**config.mk**
```make
export PLATFORM = sky130hd
export DESIGN_NAME = vga_timing_gen
export DESIGN_NICKNAME = d
export VERILOG_FILES = /design/src/rtl/vga_timing_gen.sv
export SDC_FILE = /design/constraint.sdc
export NUM_CORES = 1
export LEC_CHECK = 0
export CAP_MARGIN = 15
export CORE_MARGIN = 3
export CORE_UTILIZATION = 51
export DETAILED_ROUTE_END_ITERATION = 16
export PLACE_DENSITY = 0.8
export SYNTH_ARGS = -nofsm -noshare
export SYNTH_HDL_FRONTEND = slang
export SYNTH_SLANG_ARGS = --single-unit
```
**constraint.sdc**
```tcl
create_clock -name pclk -period 3 [get_ports pclk]
set_clock_uncertainty 0.2 [all_clocks]
set_input_delay 0.6 -clock pclk [delete_from_list [all_inputs] [get_ports pclk]]
set_output_delay 0.6 -clock pclk [all_outputs]
set_load 0.02 [all_outputs]
```
**src/rtl/vga_timing_gen.sv**
```systemverilog
// rtl/vga_timing_gen.sv - free-running raster timing generator (XGA 1024x768@60 by default)
// Drives the pixel-timing bus with zero-skew sync/blank flags, a frame start pulse and a frame counter.
module vga_timing_gen #(
  parameter int H_ACTIVE = 1024,
  parameter int H_FP     = 24,
  parameter int H_SYNC   = 136,
  parameter int H_BP     = 160,
  parameter int V_ACTIVE = 768,
  parameter int V_FP     = 3,
  parameter int V_SYNC   = 6,
  parameter int V_BP     = 29,
  parameter int FCNT_W   = 16
) (
  input  logic              pclk,
  input  logic              rst_n,
  input  logic              pix_en,
  input  logic              restart,
  output logic [10:0]       hcount_out,
  output logic [10:0]       vcount_out,
  output logic              hsync_out,
  output logic              hblnk_out,
  output logic              vsync_out,
  output logic              vblnk_out,
  output logic              frame_start,
  output logic [FCNT_W-1:0] frame_cnt
);

  localparam int H_TOTAL = H_ACTIVE + H_FP + H_SYNC + H_BP;
  localparam int V_TOTAL = V_ACTIVE + V_FP + V_SYNC + V_BP;

  if (H_TOTAL > 2047) begin : g_bad_h_total
    $error("vga_timing_gen: H_TOTAL exceeds 11-bit counter range");
  end
  if (V_TOTAL > 2047) begin : g_bad_v_total
    $error("vga_timing_gen: V_TOTAL exceeds 11-bit counter range");
  end

  localparam logic [10:0] H_LAST     = 11'(H_TOTAL - 1);
  localparam logic [10:0] V_LAST     = 11'(V_TOTAL - 1);
  localparam logic [10:0] H_BLNK_BEG = 11'(H_ACTIVE);
  localparam logic [10:0] H_SYNC_BEG = 11'(H_ACTIVE + H_FP);
  localparam logic [10:0] H_SYNC_END = 11'(H_ACTIVE + H_FP + H_SYNC);
  localparam logic [10:0] V_BLNK_BEG = 11'(V_ACTIVE);
  localparam logic [10:0] V_SYNC_BEG = 11'(V_ACTIVE + V_FP);
  localparam logic [10:0] V_SYNC_END = 11'(V_ACTIVE + V_FP + V_SYNC);
  localparam logic [FCNT_W-1:0] FCNT_ONE = {{(FCNT_W-1){1'b0}}, 1'b1};

  logic [10:0]       r_hcount;
  logic [10:0]       r_vcount;
  logic              r_hsync;
  logic              r_hblnk;
  logic              r_vsync;
  logic              r_vblnk;
  logic              r_frame_start;
  logic [FCNT_W-1:0] r_frame_cnt;

  logic [10:0]       w_hcount_nxt;
  logic [10:0]       w_vcount_nxt;
  logic              w_frame_start_nxt;
  logic [FCNT_W-1:0] w_frame_cnt_nxt;
  logic              w_hsync_nxt;
  logic              w_hblnk_nxt;
  logic              w_vsync_nxt;
  logic              w_vblnk_nxt;
  logic              w_h_last;
  logic              w_v_last;

  assign w_h_last = (r_hcount == H_LAST);
  assign w_v_last = (r_vcount == V_LAST);

  always_comb begin
    w_hcount_nxt      = r_hcount;
    w_vcount_nxt      = r_vcount;
    w_frame_start_nxt = 1'b0;
    w_frame_cnt_nxt   = r_frame_cnt;
    if (restart) begin
      w_hcount_nxt      = 11'd0;
      w_vcount_nxt      = 11'd0;
      w_frame_start_nxt = 1'b1;
    end else if (pix_en) begin
      if (w_h_last) begin
        w_hcount_nxt = 11'd0;
        if (w_v_last) begin
          w_vcount_nxt      = 11'd0;
          w_frame_start_nxt = 1'b1;
          w_frame_cnt_nxt   = r_frame_cnt + FCNT_ONE;
        end else begin
          w_vcount_nxt = r_vcount + 11'd1;
        end
      end else begin
        w_hcount_nxt = r_hcount + 11'd1;
      end
    end
  end

  // Flags are decoded from the next counts so they land together with the counts they describe.
  always_comb begin
    w_hblnk_nxt = (w_hcount_nxt >= H_BLNK_BEG);
    w_hsync_nxt = (w_hcount_nxt >= H_SYNC_BEG) && (w_hcount_nxt < H_SYNC_END);
    w_vblnk_nxt = (w_vcount_nxt >= V_BLNK_BEG);
    w_vsync_nxt = (w_vcount_nxt >= V_SYNC_BEG) && (w_vcount_nxt < V_SYNC_END);
  end

  always_ff @(posedge pclk or negedge rst_n) begin
    if (!rst_n) begin
      r_hcount      <= 11'd0;
      r_vcount      <= 11'd0;
      r_hsync       <= 1'b0;
      r_hblnk       <= 1'b0;
      r_vsync       <= 1'b0;
      r_vblnk       <= 1'b0;
      r_frame_start <= 1'b0;
      r_frame_cnt   <= '0;
    end else begin
      r_hcount      <= w_hcount_nxt;
      r_vcount      <= w_vcount_nxt;
      r_hsync       <= w_hsync_nxt;
      r_hblnk       <= w_hblnk_nxt;
      r_vsync       <= w_vsync_nxt;
      r_vblnk       <= w_vblnk_nxt;
      r_frame_start <= w_frame_start_nxt;
      r_frame_cnt   <= w_frame_cnt_nxt;
    end
  end

  assign hcount_out  = r_hcount;
  assign vcount_out  = r_vcount;
  assign hsync_out   = r_hsync;
  assign hblnk_out   = r_hblnk;
  assign vsync_out   = r_vsync;
  assign vblnk_out   = r_vblnk;
  assign frame_start = r_frame_start;
  assign frame_cnt   = r_frame_cnt;

endmodule

```
==> results_dict.tcl, run 1 <==
set metrics [dict create \
    antenna_violating_nets_post_route 0 \
    dr.max_layer_used "met4" \
    start_util_pct 54.9 \
    cell_internal_pwr_mw 0.846 \
    wire_per_inst_um 14.3 \
    post_route_cells_drive_above_1_share_pct 10.2 \
    tritoncts "done" \
    routed_wl_mm 4.78 \
    synth.most_common_cell "dfrtp_1" \
    number_of_warnings_printed_during_yosys_synthesis 0 \
    power_frac_clock_pct 41.8 \
    die-height_um 72.8 \
    combPwrFrac_pct 4.1 \
    dp_hpwl_mm 3.34 \
    grt_pass1_wl_mm 8.55 \
    synth_top_flop_cell "dfrtp_1" \
    timing.hold.worst.class "in2async" \
    grt_usage_pct 20.5 \
    synthTopCellsByArea "dfrtp_1 47%, xnor2_1 7.7%, nor2_1 6.1%" \
    max_buffers_root_to_sink 2 \
    period_needed_ns 2.78 \
    via_count 1844 \
    finalSetupViolations 0 \
    timing.critical_path.to_type "flop" \
    cts_root_buf "clkbuf_8" \
    path_max_fanout 2 \
    cts_htree_levels 2 \
    p_sw_share_pct 22.0 \
    netlist_top_cells_count "43 x dfrtp_1, 37 x nor2_1, 20 x xnor2_1, 19 x nand2_1, 15 x xor2_1" \
    buffer_ports.inserted 46 \
    cap_viol_max_count 0 \
    clk_transition_reported_paths_ns 0.08 \
    area_overhead_vs_synth_pct 28.9 \
    worst_setup_path_start_kind "primary input" \
    synth-edff-count 0 \
    placedCellCount 326 \
    post_cts_resized 0 \
    vias_per_cell 5.52 \
    nets 291 \
    post-place-ws_ns -0.0747 \
    worstRegToRegCells 7 \
    routed-wl-met2_mm 2.37 \
    synth.net_count 239 \
    floorplan.io_pins 47 \
    max_slew_margin_pct 37.3 \
    syn-cell-area_sq_um 2270 \
    post-route-util_pct 70.8 \
    r2r-end "vsync_out" \
    timing.final.crit_share_pct 92.7 \
    yosysSeqAreaShare_pct 47.3 \
    postLayoutSetupSlackWorst_ns 0.219 \
    clkLatencyLatePin_ns 0.29 \
    post_cts_hold_buffer_count 0 \
    firstDrtPassIters 4 \
    worst_r2r_startpoint "hcount_out[0]" \
    net_switching_power_figure_mw 0.238 \
    timing.reg2reg.setup_slack_ns 0.37 \
    cts_buffers 5 \
    die_area_sq_um 5300 \
    grt_pass1_vias 1867 \
    core.rowCount 23 \
    worstMarginPinSlew_ns 0.941 \
    criticalPathCategory "in2reg" \
    final-instance-count-excl-fill 334 \
    syn_inst 231 \
    leakagePower_nw 1.25 \
    synth.distinct_cells 43 \
    postSynth.asyncResetShare_pct 100 \
    worstPathArrival_ns 2.79 \
    met3_wl_post_dr_um 208 \
    nFillCells 316 \
    grt_antenna_before_repair 0 \
    peak_clock_frequency_supported_by_timing_ghz 0.360 \
    die_w_um 72.8 \
    area_leader_netlist "dfrtp_1" \
    worstPathRequired_ns 3.01 \
    report.final.slew_viol_count 0 \
    postSynthRegisterBits 43 \
    startpoint "pix_en" \
    routability_cong 0.849 \
    cts_sinks 43 \
    synth.avg_cell_area_sq_um 9.85 \
    outcome "finished, final reports clean" \
    hold_viol 0 \
    power_per_cell_area_nw_per_um2 370 \
    drt_iter0_markers 160 \
    globalRouteOverflowTotal 0 \
    seq_power_share_pct 54.0 \
    maximum_number_of_pins_on_one_net_before_global_route_repair 44 \
    max_rail_drop_vdd_v 0.000211 \
    unrepaired_setup_endpoints_after_global_routing "false" \
    drcViolationCount 0 \
    cts.repair_timing.setup_buffer_count 0 \
    synth_top_area_share_pct 47.3 \
    insertedDiodeCount 0 \
    detail_route.wirelength.met1_mm 2.18 \
    core_area_sq_um 4140 \
]
## routing by layer
layer / global-route usage (%) / vias up
met3: 4.96 / 2
met1: 27.7 / 897
li1: - / 902
met5: 0 / -
met2: 32.9 / 43
met4: 5.53 / 0
## final cells by class
class                           instances  area, sq um  area share [%]
Multi-Input combinational cell        172         1120            38.4
Sequential cell                        43         1080            36.7
Timing Repair Buffer                   58          546            18.6
Clock buffer                            5         68.8            2.35
Tap cell                               50         62.6            2.13
Clock inverter                          3         43.8            1.49
Inverter                                3         11.3           0.384
## through the flow
stage | area, sq um | hold slack [ns] | total power, mW | setup TNS, ns
3_3_place_gp | 2820 | 0.255 | 0.644 | -0.0622
4_1_cts | 2930 | 0.283 | 1.10 | 0
3_5_place_dp | 2820 | 0.270 | 0.644 | -0.275
2_1_floorplan | 2270 | 0.104 | 0.617 | 0
5_1_grt | 2930 | 0.300 | 1.13 | 0
6_report | 2930 | 0.246 | 1.08 | 0
## worst max-delay path: stages
cell and delay [ns]:
clkdlybuf4s50_1 0.49, nand3_2 0.09, or4_4 0.48, or3_1 0.37
mux2i_1 0.14, or3_1 0.40, a211oi_2 0.22
## state kept, by name, summed over array words and instances, names as in the netlist
name         flops
frame_cnt       16
hcount_out      11
vcount_out      11
frame_start      1
hblnk_out        1
hsync_out        1
vblnk_out        1
vsync_out        1
## how the worst max path moves through the flow
stage,endpoint,depth (start not counted)
2_1_floorplan,vsync_out,7
3_3_place_gp,vsync_out,7
3_5_place_dp,vsync_out,7
4_1_cts,vsync_out,7
5_1_grt,vsync_out,8
6_report,vsync_out,7
## power groups by stage
| stage | clock network, mW | logic [mW] | registers, mW |
|---|---|---|---|
| CTS | 0.465 | 0.0465 | 0.587 |
| floorplan | 0 | 0.0147 | 0.602 |
| detailed placement | 0 | 0.0462 | 0.598 |
| finish | 0.454 | 0.0449 | 0.586 |
| global placement | 0 | 0.0457 | 0.598 |
| global route | 0.491 | 0.0510 | 0.587 |
## cells by family (layout without fill, tap and decap cells)
logic type | after synthesis | count (layout) | share of synthesized area (%)
muxes | 3 | 3 | 1.38
and+or+nand+nor | 111 | 111 | 26.3
AOI/OAI and AO/OA | 19 | 19 | 6.11
buffers and inverters | 16 | 69 | 3.25
DFF | 43 | 43 | 47.3
adders and majority gates | 4 | 4 | 2.20
xor gates and xnor gates | 35 | 35 | 13.5
## layout by cell type (no fill, tap or decap), types with 2 or more instances in the layout
cell type        count
buf_4               12
clkbuf_8             5
a211oi_1             2
xnor2_1             20
o21ai_1              2
nand3b_1             3
nand2b_1             2
nand2_1             19
nor2_1              37
dfrtp_1             43
nor4_1               4
a21oi_1              2
and3_1               7
inv_1                3
clkdlybuf4s50_1     45
or4_1                2
xor2_1              15
or3_1                2
nand4bb_1            2
ha_1                 4
nand3_2              2
nor3_1               6
o21ai_0              2
nand3_1             13
nand4_1              6
mux2i_1              2
a21o_1               2
No activity file was read; power rests on OpenSTA's default activity.
==> run 2, diff against run 1 <==
- GPL_ROUTABILITY_DRIVEN: default -> 0
==> results of run 2 <==
Same layout as run 1: the final DEF is identical, and so are final timing and power.
==> run 3, diff against run 2 <==
==> constraint.sdc (replaced) <==
create_clock -name pclk -period 3 [get_ports pclk]
set_clock_uncertainty 0.2 [all_clocks]
set_input_delay 0.75 -clock pclk [delete_from_list [all_inputs] [get_ports pclk]]
set_output_delay 0.75 -clock pclk [all_outputs]
set_load 0.02 [all_outputs]
==> results_dict.tcl, run 3 (synthesis results as in run 1) <==
set metrics [dict create \
    grt_antenna_before_repair 0 \
    mostFrequentLayoutCell "clkdlybuf4s50_1" \
    cell_internal_pwr_mw 0.848 \
    area_overhead_vs_synth_pct 32.1 \
    tritoncts "done" \
    worstPathRequired_ns 3.01 \
    p_sw_share_pct 21.8 \
    globalRouteOverflowTotal 0 \
    unrepaired_setup_endpoints_after_global_routing "false" \
    timing.hold.worst.class "in2async" \
    dp_hpwl_mm 3.64 \
    die_area_sq_um 5300 \
    report.final.slew_viol_count 0 \
    final_cell_mix "45 x clkdlybuf4s50_1, 43 x dfrtp_1, 37 x nor2_1" \
    insertedDiodeCount 0 \
    core.rowCount 23 \
    buffer_ports.inserted 46 \
    cts_buffers 5 \
    grt_pass1_wl_mm 8.69 \
    timing.final.crit_share_pct 96.5 \
    criticalPathCategory "in2reg" \
    start_util_pct 54.9 \
    peak_clock_frequency_supported_by_timing_ghz 0.345 \
    largest_register_ffs 16 \
    seq_power_share_pct 54.1 \
    maximum_number_of_pins_on_one_net_before_global_route_repair 21 \
    routed_wl_mm 4.99 \
    post_route_cells_drive_above_1_share_pct 13.0 \
    vias_per_cell 5.48 \
    max_slew_margin_pct 68.9 \
    max_buffers_root_to_sink 2 \
    cts_root_buf "clkbuf_8" \
    cts_sinks 43 \
    power_frac_clock_pct 41.5 \
    antenna_violating_nets_post_route 0 \
    path_max_fanout 10 \
    post_cts_hold_buffer_count 0 \
    floorplan.io_pins 47 \
    via_count 1873 \
    drcViolationCount 0 \
    grtUsageMet2_pct 33.6 \
    nets 299 \
    final.hold.worst_slack_ns 0.130 \
    worst_setup_path_start_kind "primary input" \
    core_area_sq_um 4140 \
    clkLatencyLatePin_ns 0.29 \
    clk_transition_reported_paths_ns 0.08 \
    grt_usage_pct 20.9 \
    grt_pass1_vias 1895 \
    net_switching_power_figure_mw 0.236 \
    worstPathArrival_ns 2.90 \
    timing.critical_path.to_type "flop" \
    max_rail_drop_vdd_v 0.000276 \
    combPwrFrac_pct 4.4 \
    die-height_um 72.8 \
    finalSetupViolations 0 \
    cap_viol_max_count 0 \
    die_w_um 72.8 \
    cts_htree_levels 2 \
    period_needed_ns 2.90 \
    wire_per_inst_um 14.6 \
    drt_iter0_markers 166 \
    hold_viol 0 \
    finalPower_mw 1.08 \
    global_route.usage.met1_pct 27.8 \
    grt_use_met3_pct 4.96 \
    worstMarginPinSlew_ns 0.462 \
    firstDrtPassIters 4 \
    power_per_cell_area_nw_per_um2 361 \
    leakagePower_nw 1.29 \
    outcome "finished, final reports clean" \
    grt.busiest_layer "met2" \
]
-- run 3: cell types whose count changed in the layout (fill, tap and decap cells not counted), sizes merged --
cell and delta:
buf +8
-- run 3: what timing repair did --
item / in CTS / in global routing
setup buffers: 0 / 2
resized for setup: 0 / 3
endpoints found under the setup margin: 0 / 3
-- run 3: path summary, 6_finish.rpt --
path / start / endpoint / slack (ns) / cells past startpoint
max reg2reg: hcount_out[9] / vsync_out / 0.38 / 7
min: rst_n / frame_cnt[11] / 0.13 / 1
max: pix_en / vsync_out / 0.10 / 8
max in group asynchronous: rst_n / hcount_out[6] / 1.90 / 2
min in group pclk: frame_cnt[15] / frame_cnt[15] / 0.27 / 1
min reg2reg: frame_cnt[15] / frame_cnt[15] / 0.27 / 1
-- run 3: final cells by class --
class | instances | area, sq um
well taps | 50 | 62.6
flip-flops and latches | 43 | 1080
clock inverters | 3 | 43.8
repair buffers | 66 | 613
clock buffers | 5 | 68.8
inverters | 3 | 11.3
fillers | 312 | 1140
multi-input cells | 172 | 1130
-- run 3: routing by layer --
layer | part of all wire [%] | vias up | routed length [um]
met5 | 0 | - | 0
met4 | 1.4 | 0 | 72
met3 | 4.1 | 7 | 204
met2 | 49 | 41 | 2420
met1 | 46 | 905 | 2290
li1 | - | 920 | -
-- run 3: metrics by stage --
step | area, sq um | utilization [%] | worst slack [ns] | TNS (ns) | std cells
finish | 3010 | 72.5 | 0.105 | 0 | 342
global route | 3010 | 72.5 | 0.0315 | 0 | 342
CTS | 2980 | 71.9 | 0.0370 | 0 | 340
detailed placement | 2870 | 69.1 | -0.265 | -2.23 | 332
global placement | 2870 | 69.1 | -0.211 | -1.64 | 332
floorplan | 2270 | - | 0.0722 | 0 | 231
-- run 3: power groups by stage --
stage	combinational (mW)	clock, mW	sequential (mW)
after CTS	0.0495	0.466	0.587
final	0.0480	0.450	0.586
after floorplan	0.0147	0	0.602
after global routing	0.0542	0.486	0.588
after global placement	0.0477	0	0.598
after detailed placement	0.0493	0	0.598
-- run 3: critical path, stage by stage --
cell and delay [ns]:
clkdlybuf4s50_1 0.49, nand3_2 0.09, or4_4 0.44, buf_8 0.16
or4_1 0.49, o21ai_1 0.14, nand3_1 0.11, a211oi_2 0.22
